### config.mk
export PLATFORM = sky130hd
export DESIGN_NAME = ex_stage_bju
export DESIGN_NICKNAME = d
export VERILOG_FILES = /design/src/rtl/ex_stage_bju.sv
export SDC_FILE = /design/constraint.sdc
export NUM_CORES = 1
export LEC_CHECK = 0
export BUFFER_PORTS_ARGS = -buffer_cell sky130_fd_sc_hd__buf_2
export CAP_MARGIN = 20
export CORE_MARGIN = 3
export CORE_UTILIZATION = 45
export CTS_CLUSTER_SIZE = 16
export DETAILED_ROUTE_END_ITERATION = 7
export GPL_TIMING_DRIVEN = 0
export PLACE_DENSITY_LB_ADDON = 0.12
export SYNTH_ARGS = -nofsm -noshare
export SYNTH_HDL_FRONTEND = slang
export SYNTH_SLANG_ARGS = --single-unit
### constraint.sdc
create_clock -name clk -period 6.61 [get_ports clk]
set_clock_uncertainty 0.05 [all_clocks]
set_input_delay 1.6525 -clock clk [delete_from_list [all_inputs] [get_ports clk]]
set_output_delay 1.6525 -clock clk [all_outputs]
set_load 0.005 [all_outputs]
### src/rtl/ex_stage_bju.sv
// ex_stage_bju: EX branch/jump resolution with registered IF redirect and IF/ID flush; BJU_PERF_CNT_EN adds branch/taken counters.
module ex_stage_bju #(
  parameter int XLEN = 64,
  parameter int DRAIN_CYCLES = 2
) (
  input  logic            clk,
  input  logic            rst,
  input  logic            i_ex_valid,
  output logic            o_ex_ready,
  input  logic [XLEN-1:0] i_ex_pc,
  input  logic [7:0]      i_bj_info,
  input  logic [7:0]      i_bj_data,
  input  logic [XLEN-1:0] i_rs1_data,
  input  logic [XLEN-1:0] i_imm,
  output logic [XLEN-1:0] o_link_data,
  output logic            o_redirect_valid,
  input  logic            i_redirect_ready,
  output logic [XLEN-1:0] o_redirect_pc,
  output logic            o_flush_if_id,
  output logic            o_misalign_exc,
  output logic [XLEN-1:0] o_misalign_tval
`ifdef BJU_PERF_CNT_EN
  ,
  output logic [63:0]     o_perf_branch_cnt,
  output logic [63:0]     o_perf_taken_cnt
`endif
);
  typedef enum logic [1:0] {IDLE, REQ, DRAIN} state_t;
  state_t r_state, w_next;
  logic [2:0] r_cnt, w_cnt_next;
  logic w_accept, w_taken, w_misalign;
  logic [XLEN-1:0] w_jalr_sum, w_target;
  assign o_ex_ready  = r_state == IDLE;
  assign w_accept    = i_ex_valid & o_ex_ready;
  assign w_taken     = |(i_bj_info & i_bj_data);
  assign w_jalr_sum  = i_rs1_data + i_imm;
  assign w_target    = i_bj_info[6] ? {w_jalr_sum[XLEN-1:1], 1'b0} : i_ex_pc + i_imm;
  assign w_misalign  = w_target[1];
  assign o_link_data = i_ex_pc + XLEN'(4);
  always_comb begin
    w_next = r_state;
    w_cnt_next = r_cnt;
    case (r_state)
      IDLE: w_next = (w_accept & w_taken & ~w_misalign) ? REQ : IDLE;
      REQ: begin
        w_next = i_redirect_ready ? DRAIN : REQ;
        w_cnt_next = i_redirect_ready ? 3'(DRAIN_CYCLES) : r_cnt;
      end
      DRAIN: begin
        w_next = (r_cnt == 3'd1) ? IDLE : DRAIN;
        w_cnt_next = r_cnt - 3'd1;
      end
      default: w_next = IDLE;
    endcase
  end
  // Status outputs are flopped from the next state so they line up with r_state.
  always_ff @(posedge clk) begin
    if (rst) begin
      r_state <= IDLE;
      r_cnt <= '0;
      o_redirect_valid <= 1'b0;
      o_redirect_pc <= '0;
      o_flush_if_id <= 1'b0;
      o_misalign_exc <= 1'b0;
      o_misalign_tval <= '0;
    end else begin
      r_state <= w_next;
      r_cnt <= w_cnt_next;
      o_redirect_valid <= w_next == REQ;
      o_flush_if_id <= w_next != IDLE;
      o_misalign_exc <= w_accept & w_taken & w_misalign;
      if (w_accept & w_taken & w_misalign) o_misalign_tval <= w_target;
      if (r_state == IDLE && w_next == REQ) o_redirect_pc <= w_target;
    end
  end
`ifdef BJU_PERF_CNT_EN
  always_ff @(posedge clk) begin
    if (rst) begin
      o_perf_branch_cnt <= '0;
      o_perf_taken_cnt <= '0;
    end else begin
      if (w_accept & |i_bj_info) o_perf_branch_cnt <= o_perf_branch_cnt + 64'd1;
      if (w_accept & w_taken) o_perf_taken_cnt <= o_perf_taken_cnt + 64'd1;
    end
  end
`endif
endmodule

==> metrics.md <==
| Metric | Value |
|---|---|
| CTS max path bufs | `3` |
| Global-route wire length before repair | `93200 um` |
| Fmax | `159 MHz` |
| Final period utilization | `95.0%` |
| CP Data Required Time | `4.91 ns` |
| Finish-stage setup viols | `0` |
| Top Metal Used | `met5` |
| Hold Crit Class | `register to register` |
| DRC viols | `0` |
| Post-route minimum period | `6.28 ns` |
| Max VDD drop | `0.187 mV` |
| Total power | `3.62 mW` |
| Vias | `17.1k` |
| Antenna Nets Post-Route | `0` |
| Synth cell count leaders | `255 x a21oi_1, 211 x nor2_1, 196 x nand2_1, 175 x o21ai_0, 136 x dfxtp_1` |
| Num CTS Buffers | `25` |
| Setup_tns | `0 ns` |
| GR Util All Layers | `35.7%` |
| Synth top area share | `19.5%` |
| Biggest area consumer among synthesized cells | `dfxtp_1` |
| Post-Syn Instances | `1979` |
| Relative slew slack | `28.8%` |
| Clk Latency, worst-skew pair | `0.47 ns` |
| Avg Inst Size Synth | `7.07 um^2` |
| Dpl cells | `2775` |
| Metal-1 WL | `25700 um` |
| Die width | `182 um` |
| # fillers | `2933` |
| Hold Fails Final Rpt | `0` |
| Worst Hold Depth | `2` |
| Library cells used by synthesis | `73` |
| Final nets | `2754` |
| H-tree levels | `4` |
| Cts hold-fix bufs | `0` |
| Critical path class | `input pin to output pin` |
| Top FF cell, synth | `dfxtp_1` |
| Via density | `6.10` |
| Clk root buf | `clkbuf_16` |
| Number of port buffers | `406` |
| Die height | `182 um` |
| Initial Util | `46.4%` |
| #FFs+latches synth | `136` |
| Cell with the most instances after synthesis | `a21oi_1` |
| Crit start category | `input pin` |
| DRT Wirelength | `62800 um` |
| Layout cells sized above 1 | `19.0%` |
| Power Dens Cells | `210 nW/um^2` |
| Detailed Place HPWL | `52400 um` |
| Drt first pass iters | `6` |
| Post-synth EDFFs | `0` |
| Initial DRC count | `1429` |
| Num Clock Sinks | `136` |
| Reg-to-reg startpoint | `r_state[0]` |
| Met3 wire length | `4040 um` |
| Largest cells by area after synthesis | `dfxtp_1 19%, ha_1 11%, a21oi_1 9.1%` |
| RSZ-0062 raised after global routing | `false` |
| Reg2reg end | `o_misalign_tval[60]` |
| Worst slew pin tran | `1.06 ns` |
| Final non-filler cell total | `2808` |
| Hold EP | `o_redirect_pc[0]` |
| Num rows | `63` |
| Initial antenna violation count | `1` |
| Final Wtd Congestion | `1.02` |
| CP max FO | `6` |
| Slew Limit Fails | `0` |
| Worst reg2reg path depth | `6` |
| Status | `completed` |
| Register area share after synthesis | `19.5%` |
| Die Area | `33200 um^2` |
| Max-cap violations | `0` |
| Yosys warns | `0` |
| Core area | `30100 um^2` |
| Leak | `7.65 nW` |
| Reg2Reg Setup Slack | `3.56 ns` |
| Synth-to-layout area growth | `23.0%` |
| Kind of end point of the critical path | `output pin` |
| CTS tree | `done` |
| Async SR Flop Fraction | `0%` |
| Data arrival, critical path | `4.58 ns` |
| Avg WL per Cell | `22.4 um` |
| ANT cells | `0` |
| Largest net degree at the start of global routing | `13` |
| Total gr overflow | `0` |
| IO Count | `408` |
| Clock transition at the registers of the reported paths | `0.05 ns` |
| Hold path start | `o_redirect_pc[0]` |
| Syn_nets | `2321` |
| Post-Syn Area | `14000 um^2` |
| Met2 WL post-DR | `29200 um` |
| Vias in the first global route | `16.2k` |
## state kept, by name (all words and copies together), names as in the netlist
signal / cells
r_state: 2
o_redirect_pc: 64
o_misalign_tval: 64
o_flush_if_id: 1
o_misalign_exc: 1
o_redirect_valid: 1
r_cnt: 3
## area by class of cell
class                   instances  area [um^2]  share of cell area (%)
plain buffers                 121          463                    2.69
flip-flops and latches        136         2720                    15.8
clock buffers                  31          668                    3.88
multi-input cells            1684        10700                    62.1
clock inverters                 2         10.0                  0.0582
inverters                      38          143                   0.829
repair buffers                406         2030                    11.8
well taps                     390          488                    2.84
## power by group
part	internal, mW	switching [mW]	leakage, nW
Sequential	0.925	0.0548	1.12
Clock	0.697	0.367	0.335
Combinational	0.559	1.02	6.19
## metrics by stage
step / utilization, % / area, um^2 / worst slack, ns / hold WS [ns]
6_report: 57.1 / 17200 / 0.328 / 0.406
5_1_grt: 57.1 / 17200 / 0.0715 / 0.413
2_1_floorplan: - / 14000 / 1.29 / 0.403
4_1_cts: 57.1 / 17200 / 0.0468 / 0.401
3_3_place_gp: 54.8 / 16500 / 0.111 / 0.392
3_5_place_dp: 54.8 / 16500 / 0.0503 / 0.394
## worst max-delay path, stage by stage
cell     delay [ns]
buf_2          0.18
and4_1         0.26
nand3_1        0.11
nor2_1         0.36
nand3_1        0.32
nor3_2         0.48
nand2_1        0.20
nor2_2         0.28
nand2_1        0.24
nor3_1         0.22
xor2_1         0.15
buf_2          0.12
## cells by family (layout without fill, tap and decap cells)
kind of cell	Yosys count	after routing	synth area share, %
fa+ha+maj	130	130	11.7
mux	19	19	1.37
compound gates	712	712	31.0
xor+xnor	167	167	10.5
flops	136	136	19.5
simple gates	656	656	21.6
buf+inv	159	598	4.33
## placed cells by master, fill, tap and decap left out, types with 5 or more instances in the layout
cell | synthesis | final
xnor2_1 | 110 | 110
and2_1 | 5 | 5
o21bai_1 | 26 | 26
buf_2 | 1 | 407
o21ai_1 | 15 | 15
mux2i_1 | 18 | 18
and3_1 | 25 | 25
nand3_1 | 48 | 48
nor2_1 | 211 | 211
or3_1 | 11 | 11
nand2_1 | 196 | 196
inv_1 | 38 | 38
nor4_1 | 8 | 8
a221oi_1 | 11 | 11
ha_1 | 128 | 128
clkbuf_16 | 0 | 25
buf_1 | 8 | 8
xor2_1 | 57 | 57
a21oi_1 | 255 | 255
a21o_1 | 45 | 45
and4_1 | 6 | 6
o31ai_1 | 9 | 9
or2_2 | 5 | 5
dfxtp_1 | 136 | 136
clkbuf_1 | 110 | 114
o211ai_1 | 13 | 13
o21a_1 | 24 | 24
nand4_1 | 65 | 65
nand2b_1 | 8 | 8
a31oi_1 | 44 | 44
nor2b_1 | 14 | 14
a22oi_1 | 6 | 6
a211oi_1 | 37 | 37
o21ai_0 | 175 | 175
nor3_1 | 38 | 36
## what timing repair did
item | CTS | global route
setup endpoints to repair | 0 | 15
buffers inserted | 0 | 0
gates resized for setup | 0 | 3
## worst max path at each step
| stage | cells past startpoint | slack, ns | to | start |
|---|---|---|---|---|
| floorplan | 10 | 1.29 | o_link_data[62] | i_ex_pc[6] |
| global placement | 12 | 0.11 | o_link_data[62] | i_ex_pc[5] |
| detailed placement | 12 | 0.05 | o_link_data[62] | i_ex_pc[5] |
| CTS | 12 | 0.05 | o_link_data[62] | i_ex_pc[5] |
| global route | 12 | 0.07 | o_link_data[61] | i_ex_pc[5] |
| finish | 12 | 0.33 | o_link_data[61] | i_ex_pc[5] |
## metal layers
layer | track usage, % | vias up
li1 | - | 8101
met1 | 44.4 | 8013
met2 | 60.8 | 843
met3 | 4.37 | 175
met4 | 18.0 | 2
met5 | 0 | -
No activity file was read; power rests on OpenSTA's default activity.
